--- src/rtl/instruction_fetch_unit.sv ---
// Fetch front end of the multicycle LEGv8 core: owns the PC, fetches over a
// req/ack handshake, holds IR for the control unit and computes the next PC.
module instruction_fetch_unit #(
   parameter logic [63:0] RESET_PC = 64'd0
) (
   input  logic        clock,
   input  logic        reset,
   output logic        mem_req,
   output logic [63:0] mem_addr,
   input  logic        mem_ack,
   input  logic [31:0] mem_rdata,
   output logic [31:0] IR,
   output logic        ir_valid,
   input  logic        instr_done,
   input  logic [1:0]  pc_sel,
   input  logic [63:0] imm,
   input  logic [63:0] reg_target,
   input  logic        halt,
   output logic [63:0] PC,
   output logic [63:0] pc_plus4,
   output logic [31:0] retired,
   output logic        halted
);

   typedef enum logic [1:0] {IDLE, FETCH, EXEC, HALT} state_t;

   state_t      state_q, state_d;
   logic [63:0] pc_q, pc_d;
   logic [31:0] ir_q, ir_d;
   logic        ir_valid_q, ir_valid_d;
   logic [31:0] retired_q, retired_d;
   logic [63:0] next_pc;

   always_ff @(posedge clock) begin
      if (reset) begin
         state_q    <= IDLE;
         pc_q       <= RESET_PC;
         ir_q       <= 32'd0;
         ir_valid_q <= 1'b0;
         retired_q  <= 32'd0;
      end else begin
         state_q    <= state_d;
         pc_q       <= pc_d;
         ir_q       <= ir_d;
         ir_valid_q <= ir_valid_d;
         retired_q  <= retired_d;
      end
   end

   // Shifting by 2 drops imm[63:62]; masking keeps BR targets word-aligned.
   always_comb begin
      case (pc_sel)
         2'b01:   next_pc = pc_q + (imm << 2);
         2'b10:   next_pc = reg_target & ~64'd3;
         default: next_pc = pc_q + 64'd4;
      endcase
   end

   always_comb begin
      state_d    = state_q;
      pc_d       = pc_q;
      ir_d       = ir_q;
      ir_valid_d = ir_valid_q;
      retired_d  = retired_q;
      case (state_q)
         IDLE: state_d = FETCH;
         FETCH: begin
            if (mem_ack) begin
               ir_d       = mem_rdata;
               ir_valid_d = 1'b1;
               state_d    = EXEC;
            end
         end
         EXEC: begin
            if (instr_done) begin
               pc_d       = next_pc;
               retired_d  = retired_q + 32'd1;
               ir_valid_d = 1'b0;
               state_d    = halt ? HALT : FETCH;
            end
         end
         HALT: state_d = HALT;
         default: state_d = IDLE;
      endcase
   end

   assign mem_req  = (state_q == FETCH);
   assign mem_addr = pc_q;
   assign IR       = ir_q;
   assign ir_valid = ir_valid_q;
   assign PC       = pc_q;
   assign pc_plus4 = pc_q + 64'd4;
   assign retired  = retired_q;
   assign halted   = (state_q == HALT);

endmodule
--- config.mk ---
export PLATFORM = sky130hd
export DESIGN_NAME = instruction_fetch_unit
export DESIGN_NICKNAME = d
export VERILOG_FILES = /design/src/rtl/instruction_fetch_unit.sv
export SDC_FILE = /design/constraint.sdc
export NUM_CORES = 1
export LEC_CHECK = 0
export BUFFER_PORTS_ARGS = -buffer_cell sky130_fd_sc_hd__buf_2
export CORE_MARGIN = 5
export CORE_UTILIZATION = 45
export DETAILED_ROUTE_END_ITERATION = 12
export PLACE_DENSITY = 0.84
export SLEW_MARGIN = 20
export SYNTH_ARGS = -nofsm -noshare
export SYNTH_HDL_FRONTEND = slang
export SYNTH_SLANG_ARGS = --single-unit
--- constraint.sdc ---
create_clock -name clock -period 4.46 [get_ports clock]
set_input_delay 0.892 -clock clock [delete_from_list [all_inputs] [get_ports clock]]
set_output_delay 0.892 -clock clock [all_outputs]
set_load 0.05 [all_outputs]
==> Implementation_results.wiki <==
{| class="wikitable"
! Metric !! Value
|-
| Source-to-sink clock delay at the later pin of the worst-skew pair || 0.43 ns
|-
| Max-slew violation total from the final report || 0
|-
| TritonCTS clock tree || built
|-
| Leak pwr || 0.00676 uW
|-
| Post-cts repair resize count || 2
|-
| Setup slack after placement || 0.353 ns
|-
| Maximum clock skew at final layout || 0.0142 ns
|-
| Register bit total from synthesis || 129
|-
| Root buffer cell || sky130_fd_sc_hd__clkbuf_16
|-
| Part of the Yosys area used for sequential elements || 0.225
|-
| Number of cells in the finished layout apart from fillers || 2236
|-
| RSZ-0062 raised after global routing || no
|-
| Core area || 25200 sq um
|-
| Crit-path cells || ha_1, and3_1, and4_2, and4_2, and3_2, nand3_1, xnor2_1, clkbuf_4
|-
| Number of fillers in the final layout || 2395
|-
| Maximum resistive drop on vdd || 0.203 mV
|-
| Router iterations before antenna repair || 6
|-
| Clock Sinks || 129
|-
| Area grow syn2layout || 22.0%
|-
| Fraction of layout instances using a drive strength above 1 || 0.269
|-
| Dpl cells || 2202
|-
| Distinct cell type count after synthesis || 77
|-
| Post-route minimum period || 4.33 ns
|-
| DRC violation count after routing || 0
|-
| Fmax achieved || 231 MHz
|-
| Clock buffer depth || 2
|-
| Number of clock buffers inserted by TritonCTS || 17
|-
| Top-level port count || 426
|-
| DIE WIDTH || 170 um
|-
| Initial antenna violation count || 0
|-
| Vias/cell || 6.12
|-
| Worst setup startpoint || PC[2]
|-
| Total power density per cell area || 260 nW/um^2
|-
| Clock-pin slew on the worst setup and hold paths || 0.06 ns
|-
| Worst setup path class || flip-flop to output port
|-
| Transition time of the tightest slew-check pin || 1.06 ns
|-
| Slowest cell on the critical path || sky130_fd_sc_hd__dfxtp_1
|-
| Mapped Avg Cell Area || 7.28 sq um
|-
| Endpoint class of the critical path || output port
|-
| Signal arrival time at the worst endpoint || 3.44 ns
|-
| CTS Hold Bufs || 0
|-
| Worst Setup Slack, final || 0.127 ns
|-
| Async set-or-reset flop fraction in the synthesized netlist || 0
|-
| Setup_tns || 0 ns
|-
| Met2 WL post-DR || 22300 um
|-
| Dominant cell type by count on the critical path || sky130_fd_sc_hd__and4_2
|-
| Initial Utilization || 0.456
|-
| Post-synthesis instance area || 11500 sq um
|-
| Top Metal Used || met4
|-
| Final standard cell utilization of the core || 0.556
|-
| Count of buffers added by post-CTS timing repair for setup || 0
|-
| Number of warning messages in the yosys log || 0
|-
| Most common flop cell mapped by yosys || sky130_fd_sc_hd__dfxtp_1
|-
| Routed length on met1 || 18900 um
|-
| Overall die area || 28800 sq um
|-
| Reg-to-reg critical path startpoint || PC[2]
|-
| Number of port buffers || 415
|-
| Most frequent cells in the layout || 413 x sky130_fd_sc_hd__buf_2, 202 x sky130_fd_sc_hd__nand2_1, 164 x sky130_fd_sc_hd__a21oi_1
|-
| Final worst-path cycle share || 0.972
|-
| Status || finished, final reports clean
|-
| Number of synthesized flops with an enable pin || 0
|-
| Setup violators final || 0
|-
| Maximum fanout along the worst path || 9
|-
| Required time worst endpoint || 3.57 ns
|-
| Total GRT Usage || 0.317
|-
| Antenna-violating nets left || 0
|-
| Final Cell Area || 14000 sq um
|-
| Routed via count || 13700
|-
| Detailed-placement wirelength estimate || 36800 um
|-
| Leading cell type in the layout, fill and taps excluded || sky130_fd_sc_hd__buf_2
|-
| Pin count of the biggest net entering global routing || 84
|-
| H-tree depth || 4
|-
| Row count || 58
|-
| Startpoint of the lowest-slack hold path || IR[24]
|-
| Via count of the first global-routing pass || 12900
|-
| Number of design-rule violations left by the first detailed-router iteration || 1367
|-
| Cells after Synth || 1577
|-
| Final Hold Fails || 0
|-
| Startpoint class of the critical path || flip-flop
|-
| Total Nets Final || 2124
|-
| Met3 WL || 4910 um
|-
| Total routed wirelength || 48500 um
|-
| Height of the die || 170 um
|-
| Placement-stage cell area || 13400 sq um
|-
| Max Cap Viol || 0
|-
| Peak per-stage delay on the critical path || 0.49 ns
|-
| Average wire length per cell after detail routing || 21.7 um
|-
| Hold WC Path Type || flip-flop to flip-flop
|-
| Gp weighted congestion || 0.998
|-
| Global-route wire length before repair || 73000 um
|-
| Slew HR || 0.290
|-
| Overflow left after global routing || 0
|}
kinds of logic after synthesis:
family                     Yosys count  synth area share
AOI/OAI and AO/OA                  474             0.263
xor gates and xnor gates           141             0.108
adders and majority gates           66            0.0726
buffers and inverters              193            0.0865
DFF                                129             0.225
muxes                                4           0.00349
other                                1          0.000327
and+or+nand+nor                    569             0.241
path summary, 6_finish.rpt:
path,slack [ns],depth (start not counted),endpoint
setup reg to reg,0.64,13,PC[46]
hold reg to reg,0.45,2,IR[24]
hold / removal,0.45,2,IR[24]
setup / recovery,0.13,8,pc_plus4[60]
critical path, delay by kind of cell (launching register included):
| kind | cells | cell delay [ns] |
|---|---|---|
| DFF | 1 | 0.49 |
| xor gates and xnor gates | 1 | 0.34 |
| buffers and inverters | 1 | 0.31 |
| adders and majority gates | 1 | 0.28 |
| and+or+nand+nor | 5 | 1.58 |
flip-flops by register name, indices dropped and copies added (netlist names):
signal	flops
IR	32
PC	62
ir_valid	1
retired	32
state_q	2
cells in the mapped netlist, types with 14 or more instances:
cell                       instances  area share
sky130_fd_sc_hd__inv_1            39       0.013
sky130_fd_sc_hd__and3_1           31       0.017
sky130_fd_sc_hd__nor2_1          125       0.041
sky130_fd_sc_hd__nand2_1         202       0.066
sky130_fd_sc_hd__a221oi_1         30       0.023
sky130_fd_sc_hd__xnor2_1          83       0.063
sky130_fd_sc_hd__a21oi_1         164       0.072
sky130_fd_sc_hd__a22oi_1          21       0.014
sky130_fd_sc_hd__nand4_1          33       0.018
sky130_fd_sc_hd__o22ai_1          14      0.0076
sky130_fd_sc_hd__o21a_1           18       0.012
sky130_fd_sc_hd__ha_1             65       0.071
sky130_fd_sc_hd__dfxtp_1         129        0.23
sky130_fd_sc_hd__a31oi_1          20       0.011
sky130_fd_sc_hd__and4_1           14       0.011
sky130_fd_sc_hd__clkbuf_1         67       0.022
sky130_fd_sc_hd__a21o_1           24       0.016
sky130_fd_sc_hd__o21ai_0          87       0.038
sky130_fd_sc_hd__nor3_1           31       0.014
sky130_fd_sc_hd__xor2_1           58       0.044
sky130_fd_sc_hd__buf_4            68       0.044
sky130_fd_sc_hd__nand3_1          58       0.025
routing by layer:
metal / vias up / GRT usage
met5: - / 0
met2: 899 / 0.522
met4: 0 / 0.147
li1: 6267 / -
met1: 6343 / 0.402
met3: 171 / 0.0571
power breakdown:
part / total [uW] / internal (uW) / switching (uW) / leakage [uW]
Combinational: 907 / 264 / 642 / 0.00542
Clock: 1510 / 860 / 645 / 0.000301
Sequential: 1220 / 1180 / 39.8 / 0.00104
Total: 3630 / 2310 / 1330 / 0.00676
per-stage QoR:
stage | power, uW | hold WS (ns)
after CTS | 3630 | 0.454
final | 3630 | 0.453
after global routing | 3760 | 0.479
after detailed placement | 2130 | 0.446
after floorplan | 1870 | 0.489
after global placement | 2130 | 0.439
layout make-up:
class / instances / area, sq um / share of cell area
Clock buffer: 18 / 439 / 0.0314
Multi-Input combinational cell: 1260 / 7950 / 0.568
Inverter: 39 / 146 / 0.0105
Tap cell: 330 / 413 / 0.0295
Antenna cell: 2 / 5.00 / 0.000357
Timing Repair Buffer: 444 / 2300 / 0.164
Sequential cell: 129 / 2580 / 0.184
Clock inverter: 14 / 166 / 0.0119
(Power assumes the default switching activity.)
